--- config.mk ---
export PLATFORM = sky130hd
export DESIGN_NAME = bcd_countdown
export DESIGN_NICKNAME = d
export VERILOG_FILES = /design/src/rtl/pomo_pkg.sv /design/src/rtl/tick_gen.sv /design/src/rtl/bcd_countdown.sv
export SDC_FILE = /design/constraint.sdc
export NUM_CORES = 1
export LEC_CHECK = 0
export BUFFER_PORTS_ARGS = -buffer_cell sky130_fd_sc_hd__buf_2
export CORE_MARGIN = 1.5
export CORE_UTILIZATION = 60
export CTS_CLUSTER_SIZE = 14
export DETAILED_ROUTE_END_ITERATION = 7
export PLACE_DENSITY = 0.8
export SKIP_LAST_GASP = 1
export SYNTH_ARGS = -nofsm -noshare
export SYNTH_HDL_FRONTEND = slang
export SYNTH_SLANG_ARGS = --single-unit
--- constraint.sdc ---
create_clock -name clk -period 2.88 [get_ports clk]
set_clock_uncertainty 0.15 [all_clocks]
set_input_delay 0.576 -clock clk [delete_from_list [all_inputs] [get_ports clk]]
set_output_delay 0.576 -clock clk [all_outputs]
set_load 0.005 [all_outputs]
--- src/rtl/pomo_pkg.sv ---
`default_nettype none
// ============================================================================
// Module   : pomo_pkg
// Purpose  : Shared types and constants for the pomodoro countdown datapath:
//            the countdown state encoding, BCD digit width, reset defaults
//            and the digit clamp helper used when a load value arrives.
// Ports    : none (package)
// Revision : 1.0 - initial release
// ============================================================================
package pomo_pkg;

  localparam int BCD_DIGIT_W = 4;

  // Value shown after reset and held in the reload shadow until first load.
  localparam logic [7:0] DEF_MIN = 8'h25;
  localparam logic [7:0] DEF_SEC = 8'h00;

  // Largest legal seconds-tens digit and largest legal decimal digit.
  localparam logic [BCD_DIGIT_W-1:0] SEC_TENS_MAX = 4'd5;
  localparam logic [BCD_DIGIT_W-1:0] DIGIT_MAX    = 4'd9;

  typedef enum logic [1:0] {
    IDLE    = 2'd0,
    RUN     = 2'd1,
    PAUSED  = 2'd2,
    EXPIRED = 2'd3
  } state_t;

  // Saturate a BCD digit to an upper bound.
  function automatic logic [BCD_DIGIT_W-1:0] clamp_digit(
    input logic [BCD_DIGIT_W-1:0] d,
    input logic [BCD_DIGIT_W-1:0] max
  );
    return (d > max) ? max : d;
  endfunction

endpackage
`default_nettype wire

--- src/rtl/tick_gen.sv ---
`default_nettype none
// ============================================================================
// Module   : tick_gen
// Purpose  : Modulo-N counter with enable and synchronous clear. Raises a
//            one-cycle terminal pulse in the cycle the count equals N-1
//            while enabled; the count then wraps to 0.
// Ports    : clk   - system clock
//            rst_n - asynchronous active-low reset (count -> 0)
//            en    - advance the count this cycle
//            clr   - synchronous clear, wins over en
//            pulse - terminal pulse (combinational from the count)
// Revision : 1.0 - initial release
// ============================================================================
module tick_gen #(
  parameter int N = 4
) (
  input  logic clk,
  input  logic rst_n,
  input  logic en,
  input  logic clr,
  output logic pulse
);

  localparam int            CW   = (N > 1) ? $clog2(N) : 1;
  localparam logic [CW-1:0] LAST = CW'(N - 1);

  logic [CW-1:0] r_count;

  always_ff @(posedge clk or negedge rst_n) begin
    if (!rst_n) begin
      r_count <= '0;
    end else if (clr) begin
      r_count <= '0;
    end else if (en) begin
      r_count <= (r_count == LAST) ? '0 : r_count + 1'b1;
    end
  end

  assign pulse = en && !clr && (r_count == LAST);

endmodule
`default_nettype wire

--- src/rtl/bcd_countdown.sv ---
`default_nettype none
// ============================================================================
// Module   : bcd_countdown
// Purpose  : MM:SS BCD countdown for the pomodoro timer. Loads a clamped
//            start value, counts down once per second while running, flags
//            expiry with a one-cycle pulse and blinks the display afterwards.
// Ports    : clk        - system clock
//            rst_n      - asynchronous active-low reset
//            load       - pulse: load load_min/load_sec, go IDLE
//            load_min   - BCD minutes {tens, units}
//            load_sec   - BCD seconds {tens, units}
//            toggle     - pulse: start / pause / resume
//            clear      - pulse: reload last loaded value, go IDLE
//            min_bcd    - current minutes (BCD)
//            sec_bcd    - current seconds (BCD)
//            running    - high while counting
//            done_pulse - one-cycle expiry pulse, aligned with 00:00
//            blink      - display blank request while expired
// Revision : 1.0 - initial release
// ============================================================================
module bcd_countdown #(
  parameter int TICK_DIV  = 100000000,
  parameter int BLINK_DIV = 25000000
) (
  input  logic       clk,
  input  logic       rst_n,
  input  logic       load,
  input  logic [7:0] load_min,
  input  logic [7:0] load_sec,
  input  logic       toggle,
  input  logic       clear,
  output logic [7:0] min_bcd,
  output logic [7:0] sec_bcd,
  output logic       running,
  output logic       done_pulse,
  output logic       blink
);

  import pomo_pkg::*;

  state_t r_state;
  logic [7:0] r_shadow_min;
  logic [7:0] r_shadow_sec;

  logic w_tick;
  logic w_blink_tick;

  // ---------------------------------------------------------------------------
  // Dividers. The prescaler only advances in RUN when no higher-priority
  // pulse is present, so a pause holds its count and a resume continues it.
  // ---------------------------------------------------------------------------
  logic w_pre_en;
  logic w_pre_clr;
  logic w_blink_en;
  logic w_blink_clr;

  assign w_pre_en    = (r_state == RUN) && !load && !clear && !toggle;
  assign w_pre_clr   = load || clear || (toggle && (r_state == IDLE));
  // Blink divider sits at 0 outside EXPIRED so each expiry starts a fresh phase.
  assign w_blink_en  = (r_state == EXPIRED) && !load && !clear;
  assign w_blink_clr = (r_state != EXPIRED) || load || clear;

  tick_gen #(.N(TICK_DIV)) u_sec_prescaler (
    .clk   (clk),
    .rst_n (rst_n),
    .en    (w_pre_en),
    .clr   (w_pre_clr),
    .pulse (w_tick)
  );

  tick_gen #(.N(BLINK_DIV)) u_blink_div (
    .clk   (clk),
    .rst_n (rst_n),
    .en    (w_blink_en),
    .clr   (w_blink_clr),
    .pulse (w_blink_tick)
  );

  // ---------------------------------------------------------------------------
  // Load clamping: out-of-range digits saturate to the largest legal digit.
  // ---------------------------------------------------------------------------
  logic [7:0] w_ld_min;
  logic [7:0] w_ld_sec;

  assign w_ld_min = {clamp_digit(load_min[7:4], DIGIT_MAX),
                     clamp_digit(load_min[3:0], DIGIT_MAX)};
  assign w_ld_sec = {clamp_digit(load_sec[7:4], SEC_TENS_MAX),
                     clamp_digit(load_sec[3:0], DIGIT_MAX)};

  // ---------------------------------------------------------------------------
  // Borrow-chain decrement. 00:00 is held so minutes tens never underflows.
  // ---------------------------------------------------------------------------
  logic [BCD_DIGIT_W-1:0] w_sec_u;
  logic [BCD_DIGIT_W-1:0] w_sec_t;
  logic [BCD_DIGIT_W-1:0] w_min_u;
  logic [BCD_DIGIT_W-1:0] w_min_t;
  logic                   w_count_zero;
  logic                   w_dec_zero;

  assign w_count_zero = ({min_bcd, sec_bcd} == 16'h0000);

  always_comb begin
    w_sec_u = sec_bcd[3:0];
    w_sec_t = sec_bcd[7:4];
    w_min_u = min_bcd[3:0];
    w_min_t = min_bcd[7:4];
    if (!w_count_zero) begin
      if (w_sec_u != 4'd0) begin
        w_sec_u = w_sec_u - 4'd1;
      end else begin
        w_sec_u = DIGIT_MAX;
        if (w_sec_t != 4'd0) begin
          w_sec_t = w_sec_t - 4'd1;
        end else begin
          w_sec_t = SEC_TENS_MAX;
          if (w_min_u != 4'd0) begin
            w_min_u = w_min_u - 4'd1;
          end else begin
            w_min_u = DIGIT_MAX;
            if (w_min_t != 4'd0) begin
              w_min_t = w_min_t - 4'd1;
            end
          end
        end
      end
    end
  end

  assign w_dec_zero = ({w_min_t, w_min_u, w_sec_t, w_sec_u} == 16'h0000);

  // ---------------------------------------------------------------------------
  // Control FSM with registered outputs. Priority: load > clear > toggle > tick.
  // ---------------------------------------------------------------------------
  always_ff @(posedge clk or negedge rst_n) begin
    if (!rst_n) begin
      r_state      <= IDLE;
      min_bcd      <= DEF_MIN;
      sec_bcd      <= DEF_SEC;
      r_shadow_min <= DEF_MIN;
      r_shadow_sec <= DEF_SEC;
      running      <= 1'b0;
      done_pulse   <= 1'b0;
      blink        <= 1'b0;
    end else begin
      done_pulse <= 1'b0;
      if (load) begin
        min_bcd      <= w_ld_min;
        sec_bcd      <= w_ld_sec;
        r_shadow_min <= w_ld_min;
        r_shadow_sec <= w_ld_sec;
        r_state      <= IDLE;
        running      <= 1'b0;
        blink        <= 1'b0;
      end else if (clear) begin
        min_bcd <= r_shadow_min;
        sec_bcd <= r_shadow_sec;
        r_state <= IDLE;
        running <= 1'b0;
        blink   <= 1'b0;
      end else if (toggle && (r_state != EXPIRED)) begin
        if ((r_state != RUN) && w_count_zero) begin
          // Starting from 00:00 expires at once rather than waiting a tick.
          r_state    <= EXPIRED;
          running    <= 1'b0;
          done_pulse <= 1'b1;
          blink      <= 1'b0;
        end else if (r_state == RUN) begin
          r_state <= PAUSED;
          running <= 1'b0;
        end else begin
          r_state <= RUN;
          running <= 1'b1;
        end
      end else if ((r_state == RUN) && w_tick) begin
        min_bcd <= {w_min_t, w_min_u};
        sec_bcd <= {w_sec_t, w_sec_u};
        if (w_dec_zero) begin
          r_state    <= EXPIRED;
          running    <= 1'b0;
          done_pulse <= 1'b1;
          blink      <= 1'b0;
        end
      end else if ((r_state == EXPIRED) && w_blink_tick) begin
        blink <= ~blink;
      end
    end
  end

endmodule
`default_nettype wire

Word level (Yosys, flattened, before mapping)
Index checks and enable logic that the tools add are counted.
{"block": "totals", "register_bits": 89, "in_bits": 21, "wordCells": 127}
{"block": "op_classes", "addsub": 6, "n_lt_le_gt_ge": 4, "n_eq_ne": 9, "muxes": 58, "n_bitwise": 1, "reduce_logical": 39}
{"cell": "27-bit two-way mux", "count": 3}
{"cell": "25-bit two-way mux", "count": 3}
{"cell": "4-bit two-way mux", "count": 18}
{"cell": "8-bit two-way mux", "count": 8}
{"cell": "16-bit zero test", "count": 2}
{"cell": "27-bit by 1-bit adder with 27-bit output, second input constant", "count": 1}
{"cell": "27-bit equality test, second input constant", "count": 1}
{"cell": "25-bit by 1-bit adder with 25-bit output, second input constant", "count": 1}
{"cell": "25-bit equality test, second input constant", "count": 1}
{"cell": "4-bit nonzero test", "count": 6}
{"cell": "1-bit two-way mux", "count": 19}
{"cell": "4-bit by 1-bit subtractor with 4-bit output, second input constant", "count": 4}
{"cell": "1-bit logical AND", "count": 14}
{"cell": "2-bit two-way mux", "count": 7}
{"cell": "4-bit > comparator, second input constant", "count": 3}
{"cell": "1-bit zero test", "count": 5}
{"cell": "5-bit != test, second input constant", "count": 1}
{"cell": "5-bit nonzero test", "count": 1}
{"cell": "4-bit by 3-bit > comparator with 1-bit output, second input constant", "count": 1}
{"cell": "1-bit logical OR", "count": 4}
{"cell": "4-bit by 3-bit != test with 1-bit output, second input constant", "count": 1}
{"cell": "2-bit AND reduction", "count": 2}
{"cell": "2-bit nonzero test", "count": 2}
{"cell": "3-bit != test, second input constant", "count": 1}
{"cell": "other kinds (8)", "count": 8}

Logic depth before layout (Yosys ltp)
{"block": "depth", "depth_word": 12, "depth_mapped": 9}

Hierarchy
From an unflattened synthesis, not the netlist that was laid out.
{"block": "unflattened", "cells_unflattened": 602, "hier_area_um2": 5238.8}
{"mod": "bcd_countdown", "instances": 1, "cells_per_inst": 262, "area_each_um2": 2189.6}
{"mod": "tick_gen at u_sec_prescaler", "instances": 1, "cells_per_inst": 177, "area_each_um2": 1585.3}
{"mod": "tick_gen at u_blink_div", "instances": 1, "cells_per_inst": 163, "area_each_um2": 1463.9}

Least setup slack after synthesis
OpenSTA, ideal clock, no wires.
{"block": "synth_timing", "path_kind": "register to register", "startpoint": "register min_bcd[4]", "endpoint": "register blink", "setup_ns": 0.126, "arrival_time_ns": 2.092, "setup_slack_ns": 0.512, "stages_incl_launch_ff": 9, "cell_sequence": "dfrtp_1 > clkbuf_1 > inv_1 > ha_1 > or3b_2 > a221oi_1 > o21ai_0 > nor4_2 > o21ai_1"}
{"block": "synth_via", "elab_chain_cells": 9, "elab_cells_between_ends": 16, "cone_classes": "1 x add/sub; 2 x eq/ne; 8 x mux; 5 x reduce/logical"}
{"element": "from (decl)", "line_no": "bcd_countdown.sv:32", "text": "output logic [7:0] min_bcd,"}
{"element": "from (signal assigned)", "line_no": "bcd_countdown.sv:147", "text": "min_bcd <= w_ld_min;"}
{"element": "from (signal assigned)", "line_no": "bcd_countdown.sv:155", "text": "min_bcd <= r_shadow_min;"}
{"element": "from (signal assigned)", "line_no": "bcd_countdown.sv:175", "text": "min_bcd <= {w_min_t, w_min_u};"}
{"element": "4-bit by 1-bit subtractor with 4-bit output or 4-bit nonzero test (tied branches)", "line_no": "bcd_countdown.sv:121, bcd_countdown.sv:120"}
{"element": "4-bit two-way mux", "line_no": "bcd_countdown.sv:120", "text": "if (w_min_t != 4'd0) begin"}
{"element": "4-bit two-way mux", "line_no": "bcd_countdown.sv:116", "text": "if (w_min_u != 4'd0) begin"}
{"element": "4-bit two-way mux", "line_no": "bcd_countdown.sv:112", "text": "if (w_sec_t != 4'd0) begin"}
{"element": "4-bit two-way mux", "line_no": "bcd_countdown.sv:108", "text": "if (w_sec_u != 4'd0) begin"}
{"element": "4-bit two-way mux", "line_no": "bcd_countdown.sv:107", "text": "if (!w_count_zero) begin"}
{"element": "16-bit zero test", "line_no": "bcd_countdown.sv:129", "text": "assign w_dec_zero = ({w_min_t, w_min_u, w_sec_t, w_sec_u} == 16'h0000);"}
{"element": "5-bit != test (no line)"}
{"element": "3-bit AND reduction (no line) *"}
{"element": "to (signal assigned)", "line_no": "bcd_countdown.sv:184", "text": "blink <= ~blink;"}
{"element": "to (decl)", "line_no": "bcd_countdown.sv:36", "text": "output logic blink"}
Every way passes the cells marked *; elsewhere a longest branch is shown, timed or not.
A chain may end at the register's enable or synchronous reset.

Final worst setup path
Ends and elaborated chain as after synthesis.

==> impl_metrics.tcl <==
set metrics [dict create \
    outcome "completed" \
    initial_core_util_pct 62.0 \
    io-pin-count 40 \
    cts_tree "built" \
    number_of_clock_sinks 89 \
    synth-seq-area-share_pct 43.8 \
    via_count_of_the_first_global_routing_pass 4140 \
    synth-edff-count 0 \
    synthesis.nets 602 \
    finalNetCount 638 \
    synth_flop_cell "dfrtp_1" \
    yosysTopAreaCellShare_pct 40.8 \
    cts.path.max_buffers 2 \
    fp-row-count 33 \
    timing.fmax_mhz 379 \
    overall_routed_net_length_mm 11.6 \
    cts_inserted_buffers 9 \
    fillerInstances 677 \
    dieWidth_um 95.2 \
    power.leakage_uw 0.00229 \
    detail_route.first_pass.iterations 7 \
    final_ws_setup_ps 240 \
    gp_routability_congestion 0.967 \
    crit_type "register to register" \
    layout-drive-gt1-share_pct 15.8 \
    drc_errors 0 \
    cts-htree-levels 3 \
    asyncSetResetFlopFracSynth_pct 100 \
    slew_viol_final 0 \
    detail_route.vias_per_cell 6.09 \
    antenna_violations_before_repair 0 \
    min_period_over_period_pct 91.7 \
    hpwl_mm 8.13 \
    yosys_register_bits 89 \
    postRouteAntennaNets 0 \
    final-hold-violation-count 0 \
    peakVddDrop_v 0.000285 \
    finalSetupViolations 0 \
    synthCells 578 \
    largest_net_degree_at_the_start_of_global_routing 77 \
    port-buffer-count 39 \
    pre_cts_ws_ps 285 \
    synth-warning-count 0 \
    design.die.area_um2 9060 \
    gr-total-overflow 0 \
    crit_fanout 8 \
    post_cts_resized 0 \
    core_um2 8220 \
    area.growth.synth_to_final_pct 9.21 \
    insertedDiodeCount 0 \
    post-cts-setup-buffer-count 0 \
    grt_pass1_wl_mm 19.5 \
    end_kind "register" \
    drt-initial-drc-count 296 \
    cts_hold_repair.buffers 0 \
    critPathLaunchType "register" \
    grt_usage_pct 27.5 \
    synth.area.top_cells "dfrtp_1 (41%), nand2_1 (4.7%), nor2_1 (4.6%)" \
    rsz_0062_raised_after_global_routing "false" \
    crit_arrival_ps 2730 \
    cts-root-buf "clkbuf_8" \
    timing.max_slew.rel_slack_pct 36.5 \
    wl_per_cell_um 16.0 \
    min_path_type "input pin to asynchronous set/reset pin" \
    worstMarginPinSlew_ps 953 \
    power_density_nw_per_um2 456 \
    die-height_um 95.2 \
    fin_total_pwr_uw 2540 \
    synth_area_per_cell_um2 8.82 \
    clock_latency_ps 350 \
    fin_crit_ps 2640 \
    setup_tns_final_ps 0 \
    netlist.top_cell.by_area "dfrtp_1" \
    worst_path_clk_slew_ps 90 \
    netlist_area_before_placement_um2 5100 \
    dr_total_vias 4408 \
    maxCapViolCount 0 \
    yosys.cell_types.count 64 \
    cp_data_required_time_ps 2970 \
]
-- registers in the layout, summed over array words and instances, names as in the netlist --
name                     cells
u_sec_prescaler.r_count     27
u_blink_div.r_count         25
min_bcd                      8
r_shadow_min                 8
r_shadow_sec                 8
sec_bcd                      8
r_state                      2
blink                        1
done_pulse                   1
running                      1
-- report_power, final --
group | internal [µW] | switching (µW)
Sequential | 1300 | 74.4
Clock | 401 | 435
Combinational | 134 | 190
Total | 1840 | 699
-- layout make-up --
cell class	count	area, µm²	share of cell area [%]
well taps	105	131	2.36
repair buffers	52	295	5.31
inverters	20	75.1	1.35
clock inverters	5	56.3	1.01
flip-flops and latches	89	2230	40.2
multi-input cells	442	2640	47.5
clock buffers	11	131	2.36
-- path summary, 6_finish.rpt --
check | start | to | slack (ps) | cells past startpoint
worst max-delay path | min_bcd[4]$_DFFE_PN0P_ | blink$_DFFE_PN0P_ | 240 | 7
worst min-delay path | rst_n | u_blink_div.r_count[3]$_DFF_PN0_ | 210 | 1
worst max register to register | min_bcd[4]$_DFFE_PN0P_ | blink$_DFFE_PN0P_ | 240 | 7
worst min register to register | u_blink_div.r_count[0]$_DFF_PN0_ | u_blink_div.r_count[0]$_DFF_PN0_ | 320 | 1
max in group asynchronous | rst_n | r_shadow_sec[6]$_DFFE_PN0P_ | 1630 | 2
min in group clk | u_blink_div.r_count[0]$_DFF_PN0_ | u_blink_div.r_count[0]$_DFF_PN0_ | 320 | 1
-- cell usage in the layout (no fill, tap or decap), types with 8 or more instances in the layout --
master,instances
dfrtp_1,83
nor2_1,63
xnor2_1,8
nor3_1,18
nand2_1,64
nand3_1,26
nor2b_1,8
buf_2,38
xor2_1,18
nand4_1,12
o31ai_1,11
buf_4,14
a21oi_1,31
and3_1,14
o21ai_0,36
o21ai_1,18
clkbuf_8,9
a31oi_1,17
inv_1,20
-- layer usage --
metal / vias up / track usage, % / wire length (µm)
met4: 0 / 10.7 / 194
met1: 2101 / 39.0 / 5460
met5: - / 0 / 0
met3: 14 / 3.83 / 545
li1: 2172 / - / -
met2: 121 / 42.6 / 5370
-- stage by stage --
| stage | hold WS, ps | instances | util [%] | instance area (µm²) |
|---|---|---|---|---|
| 6_report | 208 | 724 | 67.7 | 5570 |
| 5_1_grt | 299 | 724 | 67.7 | 5570 |
| 4_1_cts | 244 | 724 | 67.7 | 5570 |
| 3_5_place_dp | 306 | 708 | 65.4 | 5380 |
| 3_3_place_gp | 287 | 708 | 65.4 | 5380 |
| 2_1_floorplan | 130 | 578 | - | 5100 |
-- cell families (layout without fill, tap and decap cells) --
family / after synthesis / count (layout) / share of synthesized area, %
multiplexers: 6 / 6 / 1.33
adder cells (fa/ha/maj): 4 / 4 / 0.933
AND/OR/NAND/NOR: 263 / 263 / 28.3
flip-flops: 89 / 89 / 43.8
AO/OA/AOI/OAI: 143 / 143 / 16.8
buffers and inverters: 47 / 88 / 4.32
XOR/XNOR: 26 / 26 / 4.47
-- critical path, cell delays in order (launching register included) --
cell,delay (ps)
dfrtp_1,490
inv_1,100
ha_1,230
or3b_2,540
a221oi_1,410
o21ai_0,200
nor4_2,310
o21ai_1,100
-- Yosys cell counts (8+ instances only) --
cell,instances
dfrtp_1,83
inv_1,20
a31oi_1,17
o21ai_1,18
nor2_1,63
nand4_1,12
o21ai_0,36
nand2_1,64
o31ai_1,11
a21oi_1,31
xnor2_1,8
clkbuf_1,16
and3_1,14
nand3_1,26
nor3_1,18
nor2b_1,8
xor2_1,18
(Power assumes the default switching activity.)
